===== config.mk =====
export PLATFORM = sky130hd
export DESIGN_NAME = alu_issue_stage
export DESIGN_NICKNAME = d
export VERILOG_FILES = /design/src/rtl/alu_pkg.sv /design/src/rtl/fwd_sel.sv /design/src/rtl/alu_issue_stage.sv
export SDC_FILE = /design/constraint.sdc
export NUM_CORES = 1
export LEC_CHECK = 0
export CORE_MARGIN = 3
export CORE_UTILIZATION = 40
export CTS_BUF_LIST = sky130_fd_sc_hd__clkbuf_8
export DETAILED_ROUTE_END_ITERATION = 6
export HOLD_SLACK_MARGIN = 0.08
export PLACE_DENSITY_LB_ADDON = 0.15
export SLEW_MARGIN = 10
export SYNTH_ARGS = -nofsm -noshare
export SYNTH_HDL_FRONTEND = slang
export SYNTH_SLANG_ARGS = --single-unit

===== constraint.sdc =====
create_clock -name clk -period 2.1 [get_ports clk]
set_input_delay 0.63 -clock clk [delete_from_list [all_inputs] [get_ports clk]]
set_output_delay 0.63 -clock clk [all_outputs]
set_load 0.005 [all_outputs]

===== src/rtl/alu_pkg.sv =====
// Shared widths and ALU select codes for the execute front end and the ALU.
package alu_pkg;

  localparam int W  = 32;
  localparam int RW = 5;

  localparam logic [3:0] OP_ADD = 4'd0;
  localparam logic [3:0] OP_SUB = 4'd1;
  localparam logic [3:0] OP_SLT = 4'd2;
  localparam logic [3:0] OP_SGT = 4'd3;
  localparam logic [3:0] OP_AND = 4'd4;
  localparam logic [3:0] OP_OR  = 4'd5;
  localparam logic [3:0] OP_XOR = 4'd6;
  localparam logic [3:0] OP_NOT = 4'd7;
  localparam logic [3:0] OP_NOR = 4'd8;
  localparam logic [3:0] OP_LUI = 4'd9;
  localparam logic [3:0] OP_SLL = 4'd10;
  localparam logic [3:0] OP_SRL = 4'd11;
  localparam logic [3:0] OP_SRA = 4'd12;
  localparam logic [3:0] OP_INC = 4'd13;
  localparam logic [3:0] OP_DEC = 4'd14;
  localparam logic [3:0] OP_HAM = 4'd15;

endpackage


===== src/rtl/fwd_sel.sv =====
// Operand forwarding mux: picks the youngest in-flight producer of a source
// register, falling back to the register-file value. Index 0 never forwards.
module fwd_sel #(
  parameter int W  = 32,
  parameter int RW = 5
) (
  input  logic [RW-1:0] idx,
  input  logic [W-1:0]  rf_val,
  input  logic          s1_en,
  input  logic [RW-1:0] s1_rd,
  input  logic [W-1:0]  s1_val,
  input  logic          s2_en,
  input  logic [RW-1:0] s2_rd,
  input  logic [W-1:0]  s2_val,
  output logic [W-1:0]  operand
);

  // S1 holds the younger op, so it is checked before S2.
  always_comb begin
    operand = rf_val;
    if (idx != '0) begin
      if (s1_en && (s1_rd == idx)) begin
        operand = s1_val;
      end else if (s2_en && (s2_rd == idx)) begin
        operand = s2_val;
      end
    end
  end

endmodule


===== src/rtl/alu_issue_stage.sv =====
// Two-stage elastic execute front end: S1 registers ALU operands/select,
// S2 captures the ALU result for writeback. Both stages use valid/ready flow.
module alu_issue_stage #(
  parameter int W  = alu_pkg::W,
  parameter int RW = alu_pkg::RW
) (
  input  logic          clk,
  input  logic          rst_n,
  input  logic          flush,
  input  logic          in_valid,
  output logic          in_ready,
  input  logic [3:0]    in_op,
  input  logic [RW-1:0] in_rs,
  input  logic [RW-1:0] in_rt,
  input  logic [W-1:0]  in_rs_val,
  input  logic [W-1:0]  in_rt_val,
  input  logic [15:0]   in_imm,
  input  logic          in_use_imm,
  input  logic          in_imm_sext,
  input  logic [RW-1:0] in_rd,
  input  logic          in_wr_en,
  output logic [W-1:0]  alu_a,
  output logic [W-1:0]  alu_b,
  output logic [3:0]    alu_sel,
  input  logic [W-1:0]  alu_res,
  output logic          out_valid,
  input  logic          out_ready,
  output logic [W-1:0]  out_res,
  output logic [RW-1:0] out_rd,
  output logic          out_wr_en
);
  import alu_pkg::*;

  logic          s1_full;
  logic [RW-1:0] s1_rd;
  logic          s1_wr_en;
  logic          s2_full;
  logic [W-1:0]  s2_res;
  logic [RW-1:0] s2_rd;
  logic          s2_wr_en;

  logic          s2_adv;
  logic          accept;
  logic          s1_tag_en;
  logic          s2_tag_en;
  logic          sext_eff;
  logic [W-1:0]  imm_ext;
  logic [W-1:0]  fwd_a;
  logic [W-1:0]  fwd_b;
  logic [W-1:0]  b_next;

  assign s2_adv   = s1_full & (~s2_full | out_ready);
  assign in_ready = ~s1_full | s2_adv;
  assign accept   = in_valid & in_ready;

  assign s1_tag_en = s1_full & s1_wr_en;
  assign s2_tag_en = s2_full & s2_wr_en;

  // LUI places the raw 16 bits in the upper half, so it never sign-extends.
  assign sext_eff = in_imm_sext & (in_op != OP_LUI);
  assign imm_ext  = {{(W-16){in_imm[15] & sext_eff}}, in_imm};

  fwd_sel #(.W(W), .RW(RW)) u_fwd_a (
    .idx     (in_rs),
    .rf_val  (in_rs_val),
    .s1_en   (s1_tag_en),
    .s1_rd   (s1_rd),
    .s1_val  (alu_res),
    .s2_en   (s2_tag_en),
    .s2_rd   (s2_rd),
    .s2_val  (s2_res),
    .operand (fwd_a)
  );

  fwd_sel #(.W(W), .RW(RW)) u_fwd_b (
    .idx     (in_rt),
    .rf_val  (in_rt_val),
    .s1_en   (s1_tag_en),
    .s1_rd   (s1_rd),
    .s1_val  (alu_res),
    .s2_en   (s2_tag_en),
    .s2_rd   (s2_rd),
    .s2_val  (s2_res),
    .operand (fwd_b)
  );

  assign b_next = in_use_imm ? imm_ext : fwd_b;

  // S1 operand register: loads on accept, empties when its op moves to S2.
  always_ff @(posedge clk or negedge rst_n) begin
    if (!rst_n) begin
      s1_full  <= 1'b0;
      alu_a    <= '0;
      alu_b    <= '0;
      alu_sel  <= OP_ADD;
      s1_rd    <= '0;
      s1_wr_en <= 1'b0;
    end else begin
      if (flush) begin
        s1_full <= 1'b0;
      end else if (accept) begin
        s1_full <= 1'b1;
      end else if (s2_adv) begin
        s1_full <= 1'b0;
      end
      if (accept && !flush) begin
        alu_a    <= fwd_a;
        alu_b    <= b_next;
        alu_sel  <= in_op;
        s1_rd    <= in_rd;
        s1_wr_en <= in_wr_en;
      end
    end
  end

  // S2 result register: captures the ALU output, holds under backpressure.
  always_ff @(posedge clk or negedge rst_n) begin
    if (!rst_n) begin
      s2_full  <= 1'b0;
      s2_res   <= '0;
      s2_rd    <= '0;
      s2_wr_en <= 1'b0;
    end else begin
      if (flush) begin
        s2_full <= 1'b0;
      end else if (s2_adv) begin
        s2_full <= 1'b1;
      end else if (out_ready) begin
        s2_full <= 1'b0;
      end
      if (s2_adv && !flush) begin
        s2_res   <= alu_res;
        s2_rd    <= s1_rd;
        s2_wr_en <= s1_wr_en;
      end
    end
  end

  assign out_valid = s2_full;
  assign out_res   = s2_res;
  assign out_rd    = s2_rd;
  assign out_wr_en = s2_wr_en;

endmodule


# After elaboration in Yosys (flattened, before gate mapping)

Index checks and enable logic that the tools add are counted.

Input port bits: 139
Register bits after elaboration: 114
Logic and storage cells: 49

Equal/unequal tests: 5
Bitwise operators: 10
Mux-type cells: 13
Reductions and logical operators: 11

Operators with widths:

| kind                 | number |
|---|---|
| $mux W32             | 7 |
| $eq A5 B5 Y1         | 4 |
| $reduce_bool A5 Y1   | 2 |
| $and A1 B1 Y1        | 6 |
| $logic_and A1 B1 Y1  | 6 |
| $mux W1              | 6 |
| $reduce_bool A3 Y1   | 2 |
| $ne A4 B4 Y1 const B | 1 |
| $not A1 Y1           | 2 |
| $or A1 B1 Y1         | 2 |
| $logic_not A1 Y1     | 1 |

# Depth between registers and ports, before layout

Gate-level depths: netlist of the first run.

Depth in word-level cells: 7
Gate-level depth with buffers: 9

# Hierarchy

From an unflattened synthesis of the first run, not the netlist that was laid out.

Cells, all modules: 523
Area, all modules: 6547.5 µm²

Modules (own cells, without submodules):

| module          | cells an instance | area each (µm²) | times used | sequential area each (µm²) |
|---|---|---|---|---|
| alu_issue_stage | 327               | 4703.3          | 1          | 2852.7 |
| fwd_sel         | 98                | 922.1           | 2          | 0.0 |

# Least setup slack after synthesis of the first run

No wires, ideal clock.

Path kind: input -> register
Start point: input port in_rs[4]
End point: register alu_a[10]
Stages: 8
Path slack: -153 ps
Arrival: 2128 ps
Cell sequence: xor2_1 -> nor4_2 -> and4_1 -> buf_4 -> buf_2 -> mux2i_1 -> nor2_1 -> a221o_1

Cells in the longest elaborated chain, start to end: 5
Elaborated cells on any way between the ends: 8

Ends and longest elaborated chain:

| item                 | RTL line               | text |
|---|---|---|
| start, declared      | alu_issue_stage.sv:13  | `input logic [RW-1:0] in_rs,` |
| $eq A5 B5 Y1         | fwd_sel.sv:24          | `end else if (s2_en && (s2_rd == idx)) begin` |
| $logic_and A1 B1 Y1  | fwd_sel.sv:24          |  |
| $mux W32             | fwd_sel.sv:24          |  |
| $mux W32             | fwd_sel.sv:22          | `if (s1_en && (s1_rd == idx)) begin` |
| $mux W32 (*)         | fwd_sel.sv:21          | `if (idx != '0) begin` |
| end signal, assigned | alu_issue_stage.sv:107 | `alu_a <= fwd_a;` |
| end, declared        | alu_issue_stage.sv:22  | `output logic [W-1:0] alu_a,` |

Every way passes the cells marked *; elsewhere a longest branch is shown, timed or not.
A chain may end at the register's enable or synchronous reset.

# Worst setup path after layout of the first run

Start point: input port in_rs[3]
End point: register alu_a[29]

Same word-level chain as after synthesis.

==> flow_metrics.py, run 1 <==
metrics = {
    "synth": {
        "synth_area_leaders": "dfrtp_1 49%, mux2_2 7.3%, mux2i_1 6.3%",
        "synth_edf_count": 0,
        "yosysTopAreaCell": "dfrtp_1",
        "yosysTopAreaCellShare": 0.489,
        "synth_area_um2": 5840,
        "yosys_register_bits": 114,
        "synth.distinct_cells": 41,
        "synthCells": 572,
        "syn_nets": 711,
        "yosys_warnings": 0,
        "ys.flop_type": "dfrtp_1",
        "ys_async_sr_fraction": 1.00,
        "syn_area_per_cell_um2": 10.2,
        "yosysSeqAreaShare": 0.489,
    },
    "cts": {
        "clock_path_buffers": 2,
        "clk_pin_slew_ps": 70,
        "clkSinkCount": 114,
        "cts_tree": "yes",
        "clk_latency_ps": 440,
        "cts-buffers-inserted": 17,
        "cts-root-buf": "clkbuf_8",
        "cts_hold_buf": 0,
        "ctsHtreeMaxLevel": 4,
    },
    "placement": {
        "place_hpwl_um": 15300,
        "pre_cts_ws_ps": -759,
        "placed_cells": 1001,
        "gp_congestion": 0.873,
        "numPortBuffers": 246,
        "place_area_um2": 8850,
    },
    "routing": {
        "ant_nets": 0,
        "dr.first_iter.drc_count": 483,
        "post_drt_wl_per_cell_um": 21.8,
        "num_vias": 6047,
        "drt_wl_total_um": 23000,
        "post_drt_via_cell_ratio": 5.73,
        "first_pass_iters": 5,
        "drc_errors": 0,
    },
    "global_route": {
        "antenna_found_initial": 1,
        "grt_pass1_wl_um": 33800,
        "grt_use_total": 0.272,
        "grt_max_degree": 32,
        "grt_pass1_vias": 6101,
        "grt-ovfl-total": 0,
    },
    "power": {
        "power.leakage_nw": 4.07,
        "power_mw": 7.13,
        "peakVddDrop_v": 0.000383,
        "power_density_nw_per_um2": 723,
    },
    "worst_setup_path": {
        "critPathRequiredTime_ps": 2420,
        "crit_arrival_ps": 2480,
        "endpoint_kind": "register",
        "crit_type": "in2reg",
        "reg2reg_depth": 8,
        "critPathMaxFanout": 7,
        "startpoint_type": "primary input",
    },
    "sta": {
        "drv_slew": 0,
        "fmax_mhz": 462,
        "hold_viol_final": 0,
        "rsz0062_at_grt": "yes",
        "hold_slack_ps": 141,
        "setup_viol": 28,
        "min_period_ps": 2160,
        "worst_slew_pin_slew_ps": 489,
        "slew_headroom": 0.674,
        "fin_skew_ps": 7.30,
        "finalCritPeriodShare": 1.03,
        "layout_setup_ws_ps": -62.2,
        "finalSetupTns_ps": -649,
    },
    "floorplanning": {
        "rows": 43,
        "start_util": 0.414,
        "pin_count": 247,
        "die_w_um": 127,
        "die_area_um2": 16100,
        "die_height_um": 127,
        "coreArea_um2": 14100,
    },
    "final_layout": {
        "syn_to_final_growth_pct": 68.9,
        "finalNonFillerCells": 1055,
        "final_cell_mix": "232 x clkdlybuf4s50_1, 112 x dfrtp_1, 66 x nand2_1",
        "stdcell_area_um2": 9860,
        "utilization": 0.700,
        "final_common_cell": "clkdlybuf4s50_1",
        "drive_gt1_frac": 0.217,
        "nets": 1000,
        "fill_cells": 1077,
    },
    "hold_path": {
        "hold_class": "in2async",
    },
    "run_status": {
        "status": "finished, violations left",
        "violations": "setup timing",
    },
    "job": {
        "max_cap_viol_count": 0,
    },
}
## path summary, 6_finish.rpt
path | endpoint | slack [ps] | startpoint
max in group asynchronous | alu_a[30] | 1410 | rst_n
max reg2reg | alu_a[29] | -40 | s1_rd[0]
max | alu_a[29] | -60 | in_rs[3]
min reg2reg | alu_sel[2] | 490 | alu_sel[2]
min | alu_a[14] | 140 | rst_n
min in group clk | alu_sel[2] | 490 | alu_sel[2]
## power by group
group	internal (mW)	total, mW	switching, mW	leakage, nW
combinational	1.34	2.08	0.738	2.51
sequential	2.56	2.92	0.360	1.35
clock	1.21	2.13	0.920	0.213
total	5.11	7.13	2.02	4.07
## cells in the mapped netlist, types with 7 or more instances
cell type / instances
a221o_1: 31
a31oi_1: 18
buf_2: 8
clkbuf_1: 31
dfrtp_1: 114
inv_1: 8
mux2_2: 38
mux2i_1: 37
nand2_1: 67
nor2_1: 60
o21ai_0: 27
o221ai_1: 17
o22ai_1: 36
or3_1: 7
xnor2_1: 10
xor2_1: 10
## layout make-up
cell class / instances / area (um^2) / share of cell area
Antenna cell: 1 / 2.50 / 0.000254
Timing Repair Buffer: 316 / 3310 / 0.335
Multi-Input combinational cell: 404 / 3040 / 0.308
Sequential cell: 114 / 2860 / 0.290
Clock inverter: 13 / 143 / 0.0145
Tap cell: 180 / 225 / 0.0228
Clock buffer: 19 / 262 / 0.0265
Inverter: 8 / 30.0 / 0.00305
## cell families (layout without fill, tap and decap cells)
family                 Yosys count  count (layout)  share of synthesized area
other                            0               1                          0
AND/OR/NAND/NOR                158             158                      0.117
flip-flops                     114             114                      0.489
AO/OA/AOI/OAI                  151             151                      0.185
multiplexers                    75              75                      0.137
buffers and inverters           54             356                     0.0422
XOR/XNOR                        20              20                     0.0300
## metal layers
| layer | GRT usage | routed length (um) | up-vias |
|---|---|---|---|
| met3 | 0.0724 | 2090 | 60 |
| met4 | 0.115 | 807 | 0 |
| met5 | 0 | 0 | - |
| li1 | - | - | 2702 |
| met1 | 0.337 | 8840 | 2957 |
| met2 | 0.450 | 11200 | 328 |
## registers in the layout, summed over array words and instances, names as in the netlist
register	flops
alu_sel	4
alu_b	32
s1_full	1
out_valid	1
s1_wr_en	1
alu_a	32
out_wr_en	1
s1_rd	5
out_rd	5
out_res	32
## worst max-delay path, cell delays in order
cell	delay [ps]
dlygate4sd2_1	260
xor2_1	180
nor4_2	260
and4_4	350
buf_4	150
clkbuf_16	140
mux2i_1	180
nor2_1	50
a221o_1	270
## what timing repair did
action,4_1_cts,5_1_grt
buffers inserted,9,8
gates resized for setup,28,59
setup endpoints to repair,65,62
cloned,6,5
pin swaps,5,36
Note: power is estimated with default switching activity, not from simulation.
==> inputs of run 2 (changes only) <==
==> constraint.sdc (replaced) <==
create_clock -name clk -period 2.1 [get_ports clk]
set_input_delay 0.42 -clock clk [delete_from_list [all_inputs] [get_ports clk]]
set_output_delay 0.42 -clock clk [all_outputs]
set_load 0.005 [all_outputs]
==> run 2 against run 1 <==
- the run still ends with setup timing left
- sequential share of layout area grew 1.0 points
- design area is 3.4% lower
- critical path depth increased by 1
- global-route usage is 1.5 points lower
- core utilization shrank 2.4 points
- critical endpoint unchanged
- highest routed layer unchanged
==> flow_metrics.py, run 2 (synthesis gave the netlist of run 1 again) <==
metrics = {
    "global_route": {
        "antenna_found_initial": 0,
        "grt_pass1_vias": 6026,
        "grt_pass1_wl_um": 32300,
        "grt-ovfl-total": 0,
        "grt_use_total": 0.257,
        "grt_max_degree": 115,
    },
    "placement": {
        "placed_cells": 1008,
        "place_hpwl_um": 15400,
        "pre_cts_ws_ps": -526,
        "place_area_um2": 8870,
        "numPortBuffers": 246,
        "gp_congestion": 0.849,
    },
    "power": {
        "power_switching_mw": 1.93,
        "p_int_mw": 4.92,
        "power_mw": 6.85,
        "power_density_nw_per_um2": 720,
        "power.leakage_nw": 3.89,
        "peakVddDrop_v": 0.000354,
        "combPwrFrac": 0.294,
        "pwr-share-clk": 0.281,
        "power_frac_seq": 0.425,
        "p_sw_frac": 0.281,
    },
    "run_status": {
        "status": "finished, violations left",
        "violations": "setup timing",
    },
    "routing": {
        "ant_nets": 0,
        "wl_met3_um": 1900,
        "wl_met2_um": 10800,
        "topRoutingLayerUsed": "met4",
        "post_drt_via_cell_ratio": 5.72,
        "num_vias": 5994,
        "first_pass_iters": 5,
        "drt_wl_total_um": 21900,
        "wl_met1_um": 8530,
        "post_drt_wl_per_cell_um": 20.9,
        "dr.first_iter.drc_count": 475,
        "drc_errors": 0,
    },
    "sta": {
        "hold_viol_final": 0,
        "slew_headroom": 0.571,
        "fmax_mhz": 454,
        "worst_slew_pin_slew_ps": 643,
        "setup_viol": 31,
        "drv_slew": 0,
        "layout_setup_ws_ps": -100,
        "min_period_ps": 2200,
        "finalCritPeriodShare": 1.05,
        "fin_skew_ps": 6.27,
        "hold_slack_ps": 46.0,
        "finalSetupTns_ps": -2180,
        "rsz0062_at_grt": "yes",
    },
    "cts": {
        "clock_path_buffers": 2,
        "clk_latency_ps": 440,
        "cts-buffers-inserted": 17,
        "clk_pin_slew_ps": 60,
        "cts_hold_buf": 0,
        "cts-root-buf": "clkbuf_8",
        "ctsHtreeMaxLevel": 4,
        "clkSinkCount": 114,
        "cts_tree": "yes",
    },
    "final_layout": {
        "fill_cells": 1112,
        "drive_gt1_frac": 0.188,
        "stdcell_area_um2": 9520,
        "utilization": 0.675,
        "final_cell_mix": "243 x clkdlybuf4s50_1, 113 x dfrtp_1, 67 x nand2_1",
        "syn_to_final_growth_pct": 63.1,
        "seq_area_um2": 2850,
        "diodes": 0,
        "nets": 997,
        "multi_input_area_um2": 2870,
        "finalNonFillerCells": 1048,
        "final_common_cell": "clkdlybuf4s50_1",
    },
    "worst_setup_path": {
        "critPathMaxFanout": 8,
        "crit_arrival_ps": 2530,
        "crit_type": "in2reg",
        "critPathRequiredTime_ps": 2430,
        "startpoint_type": "primary input",
        "endpoint_kind": "register",
    },
    "floorplanning": {
        "die_area_um2": 16100,
        "die_height_um": 127,
        "pin_count": 247,
        "rows": 43,
        "coreArea_um2": 14100,
        "start_util": 0.414,
        "die_w_um": 127,
    },
    "job": {
        "max_cap_viol_count": 0,
    },
    "hold_path": {
        "hold_class": "in2async",
    },
}
## run 2: layout make-up
class / count / area share
Timing Repair Buffer: 313 / 0.334
Multi-Input combinational cell: 404 / 0.301
Sequential cell: 114 / 0.300
Clock buffer: 22 / 0.0318
Tap cell: 180 / 0.0237
Clock inverter: 7 / 0.00631
Inverter: 8 / 0.00315
## run 2: path summary, 6_finish.rpt
path / start / to / slack, ps / cells past startpoint
min in group clk: alu_sel[1] / alu_sel[1] / 490 / 2
worst min-delay path: rst_n / out_res[13] / 50 / 2
max in group asynchronous: rst_n / out_rd[0] / 1520 / 2
worst max register to register: s1_rd[0] / alu_a[9] / -80 / 8
worst min register to register: alu_sel[1] / alu_sel[1] / 490 / 2
worst max-delay path: in_rs[3] / alu_a[29] / -100 / 10
## run 2: power by group through the flow
stage	Sequential, mW	Combinational [mW]	Clock (mW)
after CTS	2.90	1.99	1.96
after global routing	2.97	2.15	2.06
after detailed placement	2.93	1.97	0
final	2.91	2.01	1.93
after global placement	2.92	1.93	0
after floorplan	2.89	0.646	0
## run 2: repair_timing
item / 4_1_cts / 5_1_grt
cloned: 0 / 5
setup buffers: 1 / 5
resized for setup: 4 / 42
pin swaps: 0 / 5
setup endpoints to repair: 34 / 48
## run 2: worst max-delay path: stages
cell	delay, ps
clkdlybuf4s50_1	510
xor2_1	180
nor4_2	80
and4_4	200
buf_12	140
o211ai_1	300
buf_4	230
buf_6	160
nor2_2	50
a221o_1	260
## run 2: per-layer routing
layer  track usage  up-vias
met5             0        -
met4         0.122        0
met3        0.0783       48
met2         0.413      301
met1         0.317     2965
li1              -     2680
==> RTL edit, RTL diff (config.mk and constraints of run 1) <==
`W` is set to 32 in 2 places; all go to 16.
--- a/src/rtl/alu_pkg.sv
+++ b/src/rtl/alu_pkg.sv
@@ -1,7 +1,7 @@
 // Shared widths and ALU select codes for the execute front end and the ALU.
 package alu_pkg;
 
-  localparam int W  = 32;
+  localparam int W  = 16;
   localparam int RW = 5;
 
   localparam logic [3:0] OP_ADD = 4'd0;
--- a/src/rtl/fwd_sel.sv
+++ b/src/rtl/fwd_sel.sv
@@ -1,7 +1,7 @@
 // Operand forwarding mux: picks the youngest in-flight producer of a source
 // register, falling back to the register-file value. Index 0 never forwards.
 module fwd_sel #(
-  parameter int W  = 32,
+  parameter int W  = 16,
   parameter int RW = 5
 ) (
   input  logic [RW-1:0] idx,
Ports: changed (6 resized); port bits go from 247 to 151. No check against the original RTL was run, so the function may have changed too.
==> RTL edit against run 1 <==
  * Setup slack better by 0.12 ns
  * Global-route usage is 6.0 points lower
  * Total power fell by 47%
  * Clock power shrank 56%
  * Final area fell by 42%
  * Count of clock-buffer cells in the layout down 8
  * Fmax rose by 6.1%
  * Hold slack improved by 0.079 ns
  * Sequential power shrank 42%
  * Wire length fell by 52%
  * Area after synthesis down 38%
  * Critical path depth shrank 5
  * Sequential cell count decreased by 48
==> RTL edit: results (changes against run 1) <==
* Run status: complete, no violations (was finished with violations)
- Number of fill cells in the layout: 735 (was 1,077)
- Number of nets in the layout: 621 (was 1,000)
* Proportion of layout cells with a drive suffix above 1: 18.16% (was 21.74%)
- The clock-pin slew reported for the worst setup and hold paths after clock tree synthesis is 0.07 ns (about the same).
- Iteration-0 DRC count of the detailed router: 114 (was 483)
* Number of antenna violations at the first check in global routing: 0 (was 1)
- The worst supply voltage drop on vdd is 360.2 uV (was 383.2 uV).
- Clock H-tree levels: 3 (was 4)
- Worst hold-check path type: primary input to asynchronous set/reset pin (unchanged)
* Sequential fraction of the synthesis area: 45.36% (was 48.87%)
* Global-route wire length before repair: 17.08 mm (was 33.75 mm)
* Port Buffer Count: 149 (was 246)
- Synth top area cells: dfrtp_1 (45%), mux2_2 (6.8%), nand2_1 (4.9%), mux2i_1 (4.4%), nor2_1 (4.1%) (was dfrtp_1 (49%), mux2_2 (7.3%), mux2i_1 (6.3%), a221o_1 (5.3%), nand2_1 (4.3%)).
* Clock buffer count from CTS: 9 (was 17)
- WL/cell: 17.31 um (was 21.77 um)
- Clock Skews: 0.009236 ns (was 0.007301 ns)
- The last weighted congestion value of the routability-driven placer came to 0.8431 (was 0.8729).
- The async set or reset register ratio after synthesis was 100.0% (unchanged).
- Unique cell type count in the Yosys netlist: 33 (was 41)
- The buffer depth of the longest clock path came to 2 (unchanged).
* Least-Margin Pin Slew: 0.3975 ns (was 0.4894 ns)
- The count of TritonRoute iterations in the first routing pass came to 4 (was 5).
- Arr. time, crit path: 1.41 ns (was 2.48 ns)
* Syn_nets: 457 (was 711)
- Worst slack at placement: -0.5262 ns (was -0.7588 ns)
* Vias per Instance: 5.140 (was 5.732)
- Largest net degree at the start of global routing: 51 (was 32)
* Static Leakage: 2.427 nW (was 4.071 nW)
* Cell chosen for the clock root: clkbuf_8 (unchanged)
- The via count of the first global-routing pass came to 3,257 (was 6,101).
- The combined global-route utilization of all metal layers is 21.19% (was 27.20%).
* Leading post-synthesis cells by instance count: dfrtp_1 (66), nand2_1 (48), nor2_1 (40), mux2_2 (22), nand3b_1 (17) (was dfrtp_1 (114), nand2_1 (67), nor2_1 (60), mux2_2 (38), mux2i_1 (37))
- The latest clock arrival within the worst-skew pair was 0.33 ns (was 0.44 ns).
- The total inserted antenna cells is 0 (was 1).
- The maximum fanout count along the critical path is 2 (was 7).
- Warnings from Yosys: 0 (unchanged)
* DP Wirelength: 8.315 mm (was 15.28 mm)
* Primary flip-flop cell chosen by synthesis mapping: dfrtp_1 (unchanged)
==> RTL edit: routing by layer <==
metal  wire length, um  track usage [%]  part of all wire (%)  vias to the layer above
li1                  -                -                     -                     1635
met4               112            4.703                   1.0                        0
met5                 0                0                     0                        -
met2              5129            32.75                    46                       93
met3               649            4.752                   5.8                        8
met1              5219            30.51                    47                     1564
==> RTL edit: cells by family (layout without fill, tap and decap cells) <==
group	after synthesis	count (layout)	synth area share, %
buf+inv	41	209	5.670
flops	66	66	45.36
mux	38	38	11.20
compound gates	82	82	17.22
simple gates	119	119	15.74
xor+xnor	20	20	4.811
==> RTL edit: worst max-delay path: stages <==
cell             delay, ns
clkdlybuf4s50_1       0.42
nor2b_2               0.14
nand2_1               0.09
clkbuf_2              0.13
==> RTL edit: final timing paths <==
kind | from | end | slack (ns) | depth (start not counted)
max | out_ready | in_ready | 0.06 | 4
min | rst_n | alu_b[10]$_DFFE_PN0P_ | 0.22 | 1
max reg2reg | s1_rd[0]$_DFFE_PN0P_ | alu_a[14]$_DFFE_PN0P_ | 0.14 | 7
min reg2reg | alu_sel[3]$_DFFE_PN0P_ | alu_sel[3]$_DFFE_PN0P_ | 0.48 | 2
max in group asynchronous | rst_n | s1_rd[1]$_DFFE_PN0P_ | 1.24 | 2
min in group clk | alu_sel[3]$_DFFE_PN0P_ | alu_sel[3]$_DFFE_PN0P_ | 0.48 | 2
==> RTL edit: final cells by class <==
| cell class | count | area [um^2] | area share (%) |
|---|---|---|---|
| Tap cell | 108 | 135.1 | 2.346 |
| Clock inverter | 4 | 18.77 | 0.3259 |
| Inverter | 16 | 60.06 | 1.043 |
| Clock buffer | 11 | 151.4 | 2.629 |
| Sequential cell | 66 | 1653 | 28.70 |
| Multi-Input combinational cell | 259 | 1861 | 32.30 |
| Timing Repair Buffer | 178 | 1881 | 32.65 |
==> RTL edit: through the flow <==
step	instance area, um^2	std cells
floorplan	3641	366
global placement	5408	619
detailed placement	5408	619
CTS	5670	638
global route	5759	642
finish	5759	642
==> RTL edit: report_power, final <==
part | total [mW] | switching, mW | internal, mW
clock network | 0.939 | 0.462 | 0.476
registers | 1.69 | 0.204 | 1.48
logic | 1.16 | 0.406 | 0.754
==> RTL edit: timing repair <==
action / in CTS / in global routing
pin swaps: 6 / 10
gates cloned: 1 / 2
buffers inserted: 3 / 2
gates resized for setup: 19 / 15
endpoints found under the setup margin: 33 / 30
